**src/rtl/lab2_proc_int_muldiv_iter_pkg.sv**
```systemverilog
// lab2_proc_int_muldiv_iter_pkg: fn and FSM state encodings shared by the mul/div unit
// and by pipeline control when decoding mul/div instructions.
package lab2_proc_int_muldiv_iter_pkg;
   localparam logic [1:0] MULDIV_FN_MUL   = 2'd0;
   localparam logic [1:0] MULDIV_FN_MULHU = 2'd1;
   localparam logic [1:0] MULDIV_FN_DIVU  = 2'd2;
   localparam logic [1:0] MULDIV_FN_REMU  = 2'd3;
   localparam logic [1:0] ST_IDLE = 2'd0;
   localparam logic [1:0] ST_CALC = 2'd1;
   localparam logic [1:0] ST_DONE = 2'd2;
   function automatic logic fn_is_mul(input logic [1:0] fn);
      return !fn[1];
   endfunction
endpackage

```
**src/rtl/lab2_proc_int_muldiv_iter_ctrl.sv**
```systemverilog
// lab2_proc_int_muldiv_iter_ctrl: FSM, iteration counter, early-exit detect and
// val/rdy handshake for the iterative mul/div datapath.
module lab2_proc_int_muldiv_iter_ctrl
   import lab2_proc_int_muldiv_iter_pkg::*;
#(
   parameter int p_nbits      = 32,
   parameter bit p_early_exit = 1'b0
) (
   input  logic clk,
   input  logic reset,
   input  logic req_val,
   input  logic req_dz,
   input  logic resp_rdy,
   input  logic is_mul,
   input  logic b_next_zero,
   output logic req_rdy,
   output logic resp_val,
   output logic load,
   output logic step
);
   localparam int CW = $clog2(p_nbits) + 1;
   logic [1:0]    state_q, state_d;
   logic [CW-1:0] cnt_q, cnt_d;
   logic          last;
   always_comb begin
      last    = (cnt_q == CW'(p_nbits - 1)) || (p_early_exit && is_mul && b_next_zero);
      load    = (state_q == ST_IDLE) && req_val;
      step    = state_q == ST_CALC;
      state_d = (state_q == ST_IDLE) ? (req_val ? (req_dz ? ST_DONE : ST_CALC) : ST_IDLE)
              : (state_q == ST_CALC) ? (last ? ST_DONE : ST_CALC)
              : (resp_rdy ? ST_IDLE : ST_DONE);
      cnt_d   = load ? '0 : step ? cnt_q + CW'(1) : cnt_q;
   end
   always_ff @(posedge clk or negedge reset) begin
      if (!reset) begin
         state_q <= ST_IDLE;
         cnt_q   <= '0;
      end else begin
         state_q <= state_d;
         cnt_q   <= cnt_d;
      end
   end
   // IDLE is the reset encoding, so hold req_rdy low while reset is held
   assign req_rdy  = (state_q == ST_IDLE) && reset;
   assign resp_val = state_q == ST_DONE;
endmodule

```
**src/rtl/lab2_proc_int_muldiv_iter.sv**
```systemverilog
// lab2_proc_int_muldiv_iter: iterative shift-add multiplier and restoring divider
// (MUL/MULHU/DIVU/REMU) behind a val/rdy request/response interface.
module lab2_proc_int_muldiv_iter
   import lab2_proc_int_muldiv_iter_pkg::*;
#(
   parameter int p_nbits      = 32,
   parameter bit p_early_exit = 1'b0
) (
   input  logic               clk,
   input  logic               reset,
   input  logic               req_val,
   output logic               req_rdy,
   input  logic [1:0]         req_msg_fn,
   input  logic [p_nbits-1:0] req_msg_a,
   input  logic [p_nbits-1:0] req_msg_b,
   output logic               resp_val,
   input  logic               resp_rdy,
   output logic [p_nbits-1:0] resp_msg
);
   localparam int W = p_nbits;
   logic [1:0]     fn_q, fn_d;
   logic [2*W-1:0] ma_q, ma_d, acc_q, acc_d;
   logic [W-1:0]   b_q, b_d, quo_q, quo_d;
   logic [W:0]     rem_q, rem_d, rem_sh, rem_sub;
   logic           ge, load, step, req_dz, is_mul, b_next_zero;
   assign req_dz      = !fn_is_mul(req_msg_fn) && (req_msg_b == '0);
   assign is_mul      = fn_is_mul(fn_q);
   assign b_next_zero = (b_q >> 1) == '0;
   lab2_proc_int_muldiv_iter_ctrl #(
      .p_nbits      (p_nbits),
      .p_early_exit (p_early_exit)
   ) u_ctrl (
      .clk         (clk),
      .reset       (reset),
      .req_val     (req_val),
      .req_dz      (req_dz),
      .resp_rdy    (resp_rdy),
      .is_mul      (is_mul),
      .b_next_zero (b_next_zero),
      .req_rdy     (req_rdy),
      .resp_val    (resp_val),
      .load        (load),
      .step        (step)
   );
   // Divide by zero skips CALC: preload quotient with all-ones and remainder with a
   always_comb begin
      rem_sh  = {rem_q[W-1:0], quo_q[W-1]};
      rem_sub = rem_sh - {1'b0, b_q};
      ge      = rem_sh >= {1'b0, b_q};
      fn_d    = fn_q;
      ma_d    = ma_q;
      b_d     = b_q;
      acc_d   = acc_q;
      rem_d   = rem_q;
      quo_d   = quo_q;
      if (load) begin
         fn_d  = req_msg_fn;
         ma_d  = {{W{1'b0}}, req_msg_a};
         b_d   = req_msg_b;
         acc_d = '0;
         rem_d = req_dz ? {1'b0, req_msg_a} : '0;
         quo_d = req_dz ? '1 : req_msg_a;
      end else if (step && is_mul) begin
         ma_d  = ma_q << 1;
         b_d   = b_q >> 1;
         acc_d = b_q[0] ? acc_q + ma_q : acc_q;
      end else if (step) begin
         rem_d = ge ? rem_sub : rem_sh;
         quo_d = {quo_q[W-2:0], ge};
      end
   end
   always_ff @(posedge clk or negedge reset) begin
      if (!reset) begin
         fn_q  <= '0;
         ma_q  <= '0;
         b_q   <= '0;
         acc_q <= '0;
         rem_q <= '0;
         quo_q <= '0;
      end else begin
         fn_q  <= fn_d;
         ma_q  <= ma_d;
         b_q   <= b_d;
         acc_q <= acc_d;
         rem_q <= rem_d;
         quo_q <= quo_d;
      end
   end
   assign resp_msg = !resp_val ? '0
                   : (fn_q == MULDIV_FN_MUL)   ? acc_q[W-1:0]
                   : (fn_q == MULDIV_FN_MULHU) ? acc_q[2*W-1:W]
                   : (fn_q == MULDIV_FN_DIVU)  ? quo_q
                   : rem_q[W-1:0];
endmodule

```
**config.mk**
```make
export PLATFORM = sky130hd
export DESIGN_NAME = lab2_proc_int_muldiv_iter
export DESIGN_NICKNAME = d
export VERILOG_FILES = /design/src/rtl/lab2_proc_int_muldiv_iter_pkg.sv /design/src/rtl/lab2_proc_int_muldiv_iter_ctrl.sv /design/src/rtl/lab2_proc_int_muldiv_iter.sv
export SDC_FILE = /design/constraint.sdc
export NUM_CORES = 1
export LEC_CHECK = 0
export ABC_CLOCK_PERIOD_IN_PS = 3400
export BUFFER_PORTS_ARGS = -buffer_cell sky130_fd_sc_hd__buf_2
export CAP_MARGIN = 20
export CORE_MARGIN = 1.5
export CORE_UTILIZATION = 40
export CTS_BUF_LIST = sky130_fd_sc_hd__clkbuf_8
export CTS_CLUSTER_DIAMETER = 80
export DETAILED_ROUTE_END_ITERATION = 8
export PLACE_DENSITY_LB_ADDON = 0.12
export SETUP_SLACK_MARGIN = 0.5
export SYNTH_ARGS = -nofsm -noshare
export SYNTH_HDL_FRONTEND = slang
export SYNTH_SLANG_ARGS = --single-unit
```
**constraint.sdc**
```tcl
create_clock -name clk -period 3.4 [get_ports clk]
set_clock_uncertainty 0.1 [all_clocks]
set_input_delay 0.17 -clock clk [delete_from_list [all_inputs] [get_ports clk]]
set_output_delay 0.17 -clock clk [all_outputs]
set_load 0.01 [all_outputs]
```
* Word level (Yosys, flattened, before mapping) *
Cells that the tools add are included.

word-level totals
  bits in registers = 234
  input port bits = 70
  output and inout bits = 34
  logic and storage cells = 59

cells by class
  add/sub/neg operators = 3
  magnitude comparators = 1
  eq/ne operators = 6
  multiplexer cells = 28
  reduce and logical (&&, ||, !) cells = 13

operators by type and width
  cell                   count
  $mux W32               15
  $mux W64               5
  $add A64 B64 Y64       1
  $ge A33 B32 Y1         1
  $logic_not A32 Y1      1
  $sub A32 B32 Y32       1
  $mux W2                6
  $mux W6                2
  $add A6 B1 Y6 const B  1
  $eq A6 B5 Y1 const B   1
  $reduce_bool A2 Y1     3
  $eq A2 B1 Y1 const B   2
  $eq A2 B2 Y1 const B   2
  $logic_and A1 B1 Y1    4
  $logic_not A2 Y1       2
  $reduce_and A2 Y1      2
  $ne A2 B2 Y1 const B   1
  $logic_not A1 Y1       1

* Logic depth before layout (Yosys ltp) *
Gate-level depths: netlist (run 1).

  depth after elaboration = 5
  mapped depth = 14
  gate-level depth less buffers = 12

* By module *
Synthesis (run 1) repeated with hierarchy kept, for this count alone.

second synthesis, totals
  cells, all modules = 2090
  area total of the unflattened synthesis = 17078.9 um2

by module, submodules not included
  module                          times used  cells each  area an instance (um2)  sequential area each (um2)
  lab2_proc_int_muldiv_iter       1           2050        16661.0                 5655.4
  lab2_proc_int_muldiv_iter_ctrl  1           40          417.9                   200.2

* Worst setup path before layout (run 1) *
OpenSTA, ideal clock, no wires.

  kind = reg2reg
  start = reg rem_q[6]
  end = reg rem_q[12]
  library setup time = 126 ps
  data arrival time = 2910 ps
  data required time = 3174 ps
  path slack = 264 ps
  cell stages (with the launch flop) = 12
  buffers on the path = 1
  clock period less this slack = 3136 ps
  cells stage by stage = dfrtp_1 ha_1 and3_1 and4_1 o311ai_1 a311oi_4 nand4_2 a31oi_4 buf_4 mux2_2 a221oi_1 nor2_1

on the way
  word-level cells in the longest chain between the ends = 5
  elaborated cells between the ends (all ways) = 6
  classes of those cells = 1 x add/sub; 1 x order compare; 4 x mux

ends and longest elaborated chain
  item                                                       RTL line                                                          text
  from (decl)                                                lab2_proc_int_muldiv_iter.sv:24                                   logic [W:0] rem_q, rem_d, rem_sh, rem_sub;
  from (signal assigned)                                     lab2_proc_int_muldiv_iter.sv:85                                   rem_q <= rem_d;
  $sub A32 B32 Y32 / $ge A33 B32 Y1 (equally long branches)  lab2_proc_int_muldiv_iter.sv:48, lab2_proc_int_muldiv_iter.sv:49
  $mux W32 *                                                 lab2_proc_int_muldiv_iter.sv:68                                   rem_d = ge ? rem_sub : rem_sh;
  $mux W32 *                                                 lab2_proc_int_muldiv_iter.sv:67                                   end else if (step) begin
  $mux W32 *                                                 lab2_proc_int_muldiv_iter.sv:63                                   end else if (step && is_mul) begin
  $mux W32 *                                                 lab2_proc_int_muldiv_iter.sv:56                                   if (load) begin

Mark *: on every way between the ends. The rest lies on a longest branch, timed or not. The select of a mux whose other input is x is not followed.
A chain may end at the register's enable or synchronous reset.

* Worst setup path in the final report (run 1) *
  start = reg rem_q[7]
  end = reg rem_q[20]

The elaborated chain is that of the path after synthesis.

==> metrics, run 1 <==
initial DRC count=1239; synthesis-to-finish area growth=31.64%; largest cells by area after synthesis=dfrtp_1 35%, ha_1 7.2%, a21oi_1 4.9%; 1st-pass router iterations=5; Leakage Power=9.749 nW; CTS Buffer Depth=3; setup violators final=0; Seq cells post-synth=234; H-tree levels=2; Post-Route Utilization=53.67%; Num CTS Buffers=45; sequential fraction of the synthesis area=34.94%; RePlAce Congestion=0.9524; Post-DRT Antenna Nets=0; fin nets=2391; gr usage total=26.68%; TNS Setup=0 ns; vias=16.28k; FF-to-FF Start=rem_q[7]; WP data required=3.81 ns; share of layout cells above drive strength 1=27.51%; Min Hold Slack=0.1951 ns; Mapped Cells=1933; die width=207.7 um; kind of critical path=reg2reg; Initial Util=40.77%; HP Class=in2reg; reg-to-reg endpoint=rem_q[20]; crit path launch=rem_q[7]; Syn Nets=2101; Synth top cells by count=234 x dfrtp_1, 185 x nand2_1, 165 x a21oi_1, 161 x nor2_1, 126 x o21ai_0; CTS clk-pin slew, worst paths=0.06 ns; DP Area=0.01858 mm2; reg2reg setup slack=0.24 ns; fin crit share=92.90%; Port Buffers=103; RSZ-0062 raised after global routing=yes; flip-flop and latch area=0.005882 mm2; Worst Setup EP=rem_q[20]; Antenna Cells=0; grt ovf=0; Yosys cell types=80; worst reg2reg path depth=12; DR WL/cell=21.08 um; Post-synth EDFFs=0; Largest stage delay, worst path=0.43 ns; most frequent cell after synthesis=dfrtp_1; minimum clock period=3.159 ns; peak fanout along the critical path=5; DRC Markers=0; Mapped Area=0.01676 mm2; Post-synth top flop=dfrtp_1; Worst VDD drop=0.5726 mV; CP Cell Sequence=ha_4 -> and3_4 -> and4_4 -> o311ai_4 -> a311oi_4 -> nand4_2 -> a31oi_4 -> buf_12 -> buf_16 -> mux2_4 -> a221oi_2 -> nor2_1; Critical Path Source Type=flop; total die area=0.04314 mm2; Max Cap Viol=0; asr flop ratio synth=100.0%; Detailed Route WL=58.64 mm; Root Buffer=clkbuf_8; detailed-route vias per instance=5.852; DP HPWL=41.46 mm; initial antenna violation count=0; area leader, netlist=dfrtp_1; Synth warnings=0; core area=0.04111 mm2; Slew Viols, Final=0; number of fill cells=3790; Die Span Y=207.7 um; Crit. End Element=flop; CP Depth=12; syn avg cell area=8.670 um2; Sinks on Clock Net=234; worst skew pair latency=0.63 ns; area of the multi-input gates=0.01151 mm2; status=finished, final reports clean; largest net degree at the start of global routing=96; delay-heaviest family, CP=compound AO/OA/AOI/OAI gates; Final Cell Area=0.02206 mm2; PwrDens=1141 mW/mm2; maximum clock rate=316.6 MHz; Ports=104; Yosys top cell area share=34.94%; worst-margin pin slew=1.012 ns; CP bufs+invs=2; Cell Rows=74; CP Data Arrival Time=3.56 ns; final hold viol count=0; relative slew slack=32.37%; vias in the first global route=15.98k; CTS tree=done; wire length of the first global-routing pass=90.90 mm; Slowest-stage cell, CP=dfrtp_2
[area by class of cell]
type / count / share of cell area, %
multi-input combinational: 1512 / 52.16
inverter: 59 / 1.004
sequential: 234 / 26.66
tap: 532 / 3.017
clock buffer: 54 / 3.369
timing repair buffer: 371 / 13.42
clock inverter: 20 / 0.3686
[flip-flops by register name, summed over array words and instances (netlist names)]
register	cells
quo_q	32
u_ctrl.cnt_q	6
ma_q	64
fn_q	2
rem_q	32
u_ctrl.state_q	2
acc_q	64
b_q	32
[worst min-delay path by stage]
stage / startpoint / end / slack, ns / depth (start not counted)
floorplan: reset / acc_q[0] / -0.23 / 0
global placement: reset / u_ctrl.cnt_q[3] / 0.03 / 1
detailed placement: reset / u_ctrl.cnt_q[3] / 0.03 / 1
CTS: req_msg_fn[0] / fn_q[0] / 0.14 / 4
global route: req_msg_fn[0] / fn_q[0] / 0.21 / 4
finish: req_msg_fn[0] / fn_q[0] / 0.20 / 4
[kinds of logic after synthesis]
kind of cell / after synthesis / synth area share (%)
adders and majority gates: 98 / 7.406
muxes: 81 / 7.294
buffers and inverters: 187 / 4.442
DFF: 234 / 34.94
and+or+nand+nor: 657 / 18.57
xor gates and xnor gates: 71 / 3.710
AOI/OAI and AO/OA: 605 / 23.64
[placed cells by master (no fill, tap or decap), types with 36 or more instances in the layout]
master	n
nand2_1	178
inv_1	74
ha_4	44
o31ai_1	41
o21ai_0	102
buf_2	102
nor3_1	44
xnor2_1	37
nor2_1	152
a21o_1	52
ha_1	41
dlygate4sd3_1	71
mux2i_1	37
a21oi_1	143
a22oi_1	36
nor2b_1	45
buf_4	167
clkbuf_8	54
nand4_1	37
dfrtp_1	213
nand3_1	88
[per-stage QoR]
stage          power [mW]  instances  worst slack (ns)
2_1_floorplan       14.92       1933            0.4605
3_3_place_gp        19.17       2551            0.1298
3_5_place_dp        19.27       2551            0.1078
4_1_cts             23.52       2739            0.2091
5_1_grt             27.02       2782            0.1139
6_report            25.17       2782            0.2414
[layer usage]
layer | vias up | share of wire, % | GRT usage [%]
met5 | - | 0 | 0
met4 | 0 | 2.3 | 7.022
met3 | 88 | 4.5 | 3.752
met2 | 435 | 48 | 45.06
met1 | 8037 | 45 | 35.88
li1 | 7719 | - | -
[worst reg2reg max path: cells and delay by family (launching register included)]
family                   cells  cell delay (ns)
adder cells (fa/ha/maj)      1             0.29
flip-flops                   1             0.43
buffers and inverters        2             0.26
AO/OA/AOI/OAI                4             1.03
AND/OR/NAND/NOR              4             0.64
multiplexers                 1             0.30
[repair_timing]
item / 4_1_cts / 5_1_grt
pin swaps: 43 / 94
hold endpoints to repair: 364 / 0
hold buffers: 72 / 0
gates cloned: 1 / 0
gates resized for setup: 113 / 158
setup buffers: 41 / 43
endpoints found under the setup margin: 61 / 84
[report_power, final]
part	internal [mW]	total, mW	leakage, nW	switching (mW)
Clock	1.42	2.71	0.493	1.30
Sequential	4.01	5.40	2.92	1.39
Combinational	8.04	17.1	6.33	9.02
(Power assumes the default switching activity.)
==> run 2: changes to the inputs <==
--- a/config.mk
+++ b/config.mk
@@ -5,7 +5,7 @@
 export SDC_FILE = /design/constraint.sdc
 export NUM_CORES = 1
 export LEC_CHECK = 0
-export ABC_CLOCK_PERIOD_IN_PS = 3400
+export ABC_CLOCK_PERIOD_IN_PS = 4000
 export BUFFER_PORTS_ARGS = -buffer_cell sky130_fd_sc_hd__buf_2
 export CAP_MARGIN = 20
 export CORE_MARGIN = 1.5
@@ -14,6 +14,7 @@
 export CTS_CLUSTER_DIAMETER = 80
 export DETAILED_ROUTE_END_ITERATION = 8
 export PLACE_DENSITY_LB_ADDON = 0.12
+export RECOVER_POWER = 100
 export SETUP_SLACK_MARGIN = 0.5
 export SYNTH_ARGS = -nofsm -noshare
 export SYNTH_HDL_FRONTEND = slang
==> constraint.sdc (replaced) <==
create_clock -name clk -period 4 [get_ports clk]
set_clock_uncertainty 0.1 [all_clocks]
set_input_delay 0.2 -clock clk [delete_from_list [all_inputs] [get_ports clk]]
set_output_delay 0.2 -clock clk [all_outputs]
set_load 0.01 [all_outputs]
==> run 2 against run 1 <==
Effect of this change: the run now ends with capacitance limit, slew limit left; sequential cell count stayed put; cell area is 12% lower; total power is 27% lower; hold slack worse by 0.12 ns; non-clock buffer count is 151 lower; global-route usage is 0.63 points lower; clock power is 11% lower; maximum frequency is 12% lower; first-iteration DRC count is 9.8% lower; combinational power is 33% lower; core utilization is 6.3 points lower.
==> metrics, run 2 (synthesis gave the netlist of run 1 again) <==
total die area=0.04314 mm2; flip-flop and latch area=0.005857 mm2; relative slew slack=-25.68%; initial DRC count=1118; Max Cap Viol=3; synthesis-to-finish area growth=16.20%; setup violators final=0; CP Data Arrival Time=4.00 ns; Slowest-stage cell, CP=nor2_1; Post-DRT Antenna Nets=0; CTS tree=done; final hold viol count=0; WP data required=4.42 ns; Crit. End Element=flop; RePlAce Congestion=0.9669; largest registers=acc_q x64, ma_q x64; Die Span Y=207.7 um; reg2reg setup slack=0.43 ns; Final Instance Count excl. Fillers=2634; status=finished, violations left; Top Metal Used=met4; peak fanout along the critical path=14; Critical Path Source Type=flop; CTS Buffer Depth=3; Detailed Route WL=57.01 mm; worst skew pair latency=0.63 ns; DP Area=0.01784 mm2; Worst VDD drop=0.4464 mV; wire length of the first global-routing pass=88.42 mm; DRC Markers=0; worst-margin pin slew=1.885 ns; Inst Count DP=2481; kind of critical path=reg2reg; most frequent cells in the layout=233 x dfrtp_1, 185 x nand2_1, 163 x a21oi_1; PwrDens=944.4 mW/mm2; largest net degree at the start of global routing=106; Root Buffer=clkbuf_8; Min Hold Slack=0.07402 ns; DP HPWL=41.36 mm; Largest stage delay, worst path=0.60 ns; M1 WL=25.89 mm; fin nets=2240; Ports=104; delay-heaviest family, CP=simple AND/OR/NAND/NOR gates; Cell Rows=74; H-tree levels=2; share of layout cells above drive strength 1=11.76%; commonest non-fill, non-tap cell in the layout=dfrtp_1; DR WL/cell=21.64 um; Leakage Power=8.651 nW; vias=15.54k; die width=207.7 um; Slew Viols, Final=135; HP Class=in2reg; met2 WL post-DR=26.59 mm; area of the multi-input gates=0.01031 mm2; Total Power=18.39 mW; Initial Util=40.77%; number of fill cells=4114; CTS clk-pin slew, worst paths=0.06 ns; Port Buffers=103; TNS Setup=0 ns; failing checks=capacitance limit, slew limit; CP bufs+invs=1; initial antenna violation count=0; CP Cell Sequence=ha_2 -> and2_0 -> and3_1 -> a221oi_4 -> a311oi_4 -> nand4_2 -> a31oi_4 -> buf_12 -> nor2_1 -> a222oi_1 -> a21oi_1; gr usage total=26.05%; fin crit share=89.30%; grt ovf=0; met3 WL=2.654 mm; Sinks on Clock Net=234; vias in the first global route=15.38k; Final Cell Area=0.01947 mm2; maximum clock rate=279.9 MHz; minimum clock period=3.572 ns; detailed-route vias per instance=5.901; 1st-pass router iterations=6; RSZ-0062 raised after global routing=no; core area=0.04111 mm2; Num CTS Buffers=45
run 2: cell types whose count changed in the layout (fill, tap and decap cells not counted), sizes merged:
| cell | delta |
|---|---|
| diode | +1 |
| buf | -197 |
| inv | -4 |
| bufinv | +2 |
| clkinvlp | +3 |
| clkinv | +4 |
| dlygate4sd3 | -1 |
| clkbuf | +44 |
run 2: layout make-up:
cell class,instances,share of cell area (%)
diodes,1,0.01285
well taps,532,3.418
clock inverters,25,0.8416
inverters,59,1.137
repair buffers,220,7.954
clock buffers,51,3.604
multi-input cells,1512,52.96
flip-flops and latches,234,30.07
run 2: path summary, 6_finish.rpt:
path,start,cells after the start,endpoint
max,rem_q[11],11,rem_q[17]
min in group asynchronous,reset,2,u_ctrl.cnt_q[3]
min reg2reg,u_ctrl.cnt_q[5],1,u_ctrl.cnt_q[5]
min,req_val,4,fn_q[0]
max reg2reg,rem_q[11],11,rem_q[17]
max in group asynchronous,reset,3,ma_q[54]
run 2: tightest hold or removal path, delay by kind of cell:
family	cells	cell delay, ns
buffers and inverters	1	0.11
and+or+nand+nor	3	0.41
run 2: power by group:
part / leakage (nW) / internal, mW / switching, mW / total, mW
clock network: 0.495 / 1.29 / 1.12 / 2.40
registers: 2.95 / 3.39 / 1.22 / 4.61
logic: 5.21 / 4.77 / 6.61 / 11.4
total: 8.65 / 9.45 / 8.95 / 18.4
run 2: what timing repair did:
action,4_1_cts,5_1_grt
gates cloned,0,1
buffers inserted,2,3
gates resized for setup,7,31
pin swaps,1,6
endpoints found under the setup margin,22,25
hold buffers,70,0
hold endpoints to repair,233,0
run 2: per-stage QoR:
stage          worst slack [ns]  utilization (%)
3_3_place_gp             0.3591            43.35
3_5_place_dp             0.2803            43.40
5_1_grt                  0.2660            47.37
4_1_cts                  0.4996            47.34
2_1_floorplan            0.8642                -
6_report                 0.4279            47.37
run 2: metal layers:
metal / GRT usage [%] / vias up
met3: 3.464 / 104
met1: 35.22 / 7625
met5: 0 / -
met4: 9.565 / 0
met2: 42.67 / 405
li1: - / 7408
==> run 3: changes to the inputs <==
--- a/config.mk
+++ b/config.mk
@@ -5,14 +5,15 @@
 export SDC_FILE = /design/constraint.sdc
 export NUM_CORES = 1
 export LEC_CHECK = 0
+export ABC_AREA = 1
 export ABC_CLOCK_PERIOD_IN_PS = 4000
-export BUFFER_PORTS_ARGS = -buffer_cell sky130_fd_sc_hd__buf_2
 export CAP_MARGIN = 20
 export CORE_MARGIN = 1.5
 export CORE_UTILIZATION = 40
 export CTS_BUF_LIST = sky130_fd_sc_hd__clkbuf_8
 export CTS_CLUSTER_DIAMETER = 80
 export DETAILED_ROUTE_END_ITERATION = 8
+export DONT_BUFFER_PORTS = 1
 export PLACE_DENSITY_LB_ADDON = 0.12
 export RECOVER_POWER = 100
 export SETUP_SLACK_MARGIN = 0.5
==> run 3 against run 2 <==
Effect of this change: the run ends with hold timing, capacitance limit, slew limit left; total power increased by 6.5%; cell count increased by 39%; sequential cell count unchanged; sequential power decreased by 9.5%; clock power increased by 15%; setup slack improved by 0.0023 ns; combinational power increased by 11%; maximum frequency about the same; wire length increased by 38%; hold slack got worse by 0.93 ns; critical path depth decreased by 6; die area increased by 12%.
==> metrics, run 3 <==
DR WL/cell=21.43 um; grt ovf=0; Sinks on Clock Net=234; Synth warnings=0; Die Span Y=220.3 um; Sequential Power Share=21.3%; Post-DRT Antenna Nets=0; Mapped Cells=2988; Post-Route Utilization=45.32%; 1st-pass router iterations=6; Slowest-stage cell, CP=nor2_2; Initial Util=40.55%; DP HPWL=59.85 mm; reg2reg setup slack=0.47 ns; hold buffers post-CTS=68; reg-to-reg endpoint=acc_q[5]; Cell Rows=79; met1 GRT Util=41.93%; CTS tree=done; die width=220.3 um; Num CTS Buffers=49; Yosys top cell area share=31.01%; detailed-route vias per instance=5.531; Final Cell Area=0.02110 mm2; CTS clk-pin slew, worst paths=0.06 ns; failing checks=hold timing, capacitance limit, slew limit; fin nets=3193; total die area=0.04851 mm2; Switch Pwr=10.93 mW; largest cells by area after synthesis=dfrtp_1 31%, nand2_1 18%, inv_1 9.4%; GR Layer Usage met2=54.38%; fin crit share=89.25%; Root Buffer=clkbuf_8; wire length of the first global-routing pass=118.2 mm; Gate power share=64.7%; RSZ-0062 raised after global routing=no; postcts setup bufs=0; H-tree levels=2; Max Cap Viol=4; final hold viol count=234; relative slew slack=-63.88%; Crit. End Element=primary output; peak fanout along the critical path=18; sw frac=55.79%; largest registers=acc_q x64, ma_q x64; worst-margin pin slew=2.458 ns; most frequent cell after synthesis=nand2_1; clock power share=14.1%; gr usage total=32.49%; Synth top cells by count=885 x nand2_1, 472 x inv_1, 267 x nor2_1, 235 x a21oi_1, 234 x dfrtp_1; Slew Viols, Final=288; setup violators final=0; most used routing layer=met2; CTS Buffer Depth=3; Min Hold Slack=-0.8577 ns; core area=0.04656 mm2; Leakage Power=10.86 nW; Post-synth top flop=dfrtp_1; most frequent cells in the layout=884 x nand2_1, 490 x inv_1, 266 x nor2_1; Yosys cell types=50; crit path launch=fn_q[0]; RePlAce Congestion=0.9992; Mapped Area=0.01888 mm2; worst skew pair latency=0.65 ns; syn avg cell area=6.319 um2; HP Class=in2async; sequential fraction of the synthesis area=31.01%; cell mode on critical path=a21oi_1; worst reg2reg path depth=7; PwrDens=928.7 mW/mm2; status=finished, violations left; maximum clock rate=280.1 MHz; initial antenna violation count=2; internal power=8.663 mW; DRC Markers=0; Detailed Route WL=78.69 mm; Global Route met3 Usage=4.454%; largest net degree at the start of global routing=236; area leader, netlist=dfrtp_1; TNS Setup=0 ns; kind of critical path=reg2out; CP Cell Sequence=clkinv_1 -> nor2_2 -> clkbuf_1 -> a21oi_1 -> a21oi_1; Post-synth EDFFs=0; FF-to-FF Start=u_ctrl.state_q[0]; asr flop ratio synth=100.0%; initial DRC count=1850; Seq cells post-synth=234; CP Data Arrival Time=3.27 ns; Largest stage delay, worst path=0.83 ns; synthesis-to-finish area growth=11.76%; share of layout cells above drive strength 1=4.017%; WP data required=3.70 ns; Worst VDD drop=0.4452 mV; DP Area=0.01943 mm2; vias in the first global route=19.89k; commonest non-fill, non-tap cell in the layout=nand2_1; Worst Setup EP=resp_msg[10]; Critical Path Source Type=flop; minimum clock period=3.570 ns; Syn Nets=3156; vias=20.31k; number of fill cells=5026; Port Buffers=0; Ports=104
[run 3: repair_timing]
item / in CTS / in global routing
setup endpoints to repair: 0 / 7
hold endpoints to repair: 368 / 234
gates resized for setup: 0 / 3
[run 3: area by class of cell]
cell class                 count  area (um2)  share of cell area [%]
multi-input combinational   2172       10800                   51.18
sequential                   234        5856                   27.75
inverter                     478        1794                   8.503
timing repair buffer          90       855.8                   4.056
clock buffer                  59       812.0                   3.848
tap                          607       759.5                   3.599
clock inverter                29       216.5                   1.026
antenna                        3       7.507                 0.03558
[run 3: power by group through the flow]
stage / Clock [mW] / Combinational [mW] / Sequential (mW)
6_report: 2.75 / 12.7 / 4.17
5_1_grt: 2.91 / 14.2 / 4.26
4_1_cts: 2.82 / 12.6 / 4.14
3_5_place_dp: 0 / 12.5 / 4.17
3_3_place_gp: 0 / 12.5 / 4.16
2_1_floorplan: 0 / 8.90 / 3.81
[run 3: worst min-delay path by stage]
stage | slack [ns] | end | from
2_1_floorplan | -0.20 | acc_q[0] | reset
3_3_place_gp | -0.19 | b_q[11] | reset
3_5_place_dp | -0.19 | b_q[10] | reset
4_1_cts | -0.90 | b_q[10] | reset
5_1_grt | -0.87 | b_q[10] | reset
6_report | -0.86 | b_q[10] | reset
[run 3: layer usage]
layer | vias to the layer above | share of wire, %
met3 | 164 | 5.6
met5 | - | 0
met4 | 0 | 4.3
met1 | 9709 | 43
li1 | 9750 | -
met2 | 687 | 47
[run 3: logic make-up (layout without fill, tap and decap cells)]
family / count (synthesis) / count (layout) / synth area share [%]
AOI/OAI and AO/OA: 588 / 588 / 17.25
xor gates and xnor gates: 21 / 21 / 0.9741
adders and majority gates: 98 / 98 / 6.574
buffers and inverters: 582 / 656 / 11.92
DFF: 234 / 234 / 31.01
other: 0 / 3 / 0
and+or+nand+nor: 1465 / 1465 / 32.27
[run 3: per-stage QoR]
stage / setup WS [ns] / hold slack [ns] / power [mW] / instances
after global routing: 0.3165 / -0.8735 / 21.35 / 3671
after detailed placement: 1.015 / -0.1884 / 16.68 / 3513
after CTS: 0.5125 / -0.8953 / 19.59 / 3669
after floorplan: 1.797 / -0.1956 / 12.71 / 2988
final: 0.4302 / -0.8577 / 19.60 / 3672
after global placement: 1.014 / -0.1880 / 16.64 / 3513
[run 3: worst max-delay path, delay by kind of cell, from the launching register on]
| kind | cells | cell delay, ns |
|---|---|---|
| buffers and inverters | 2 | 0.87 |
| and+or+nand+nor | 1 | 0.83 |
| AOI/OAI and AO/OA | 2 | 0.56 |
| DFF | 1 | 0.34 |
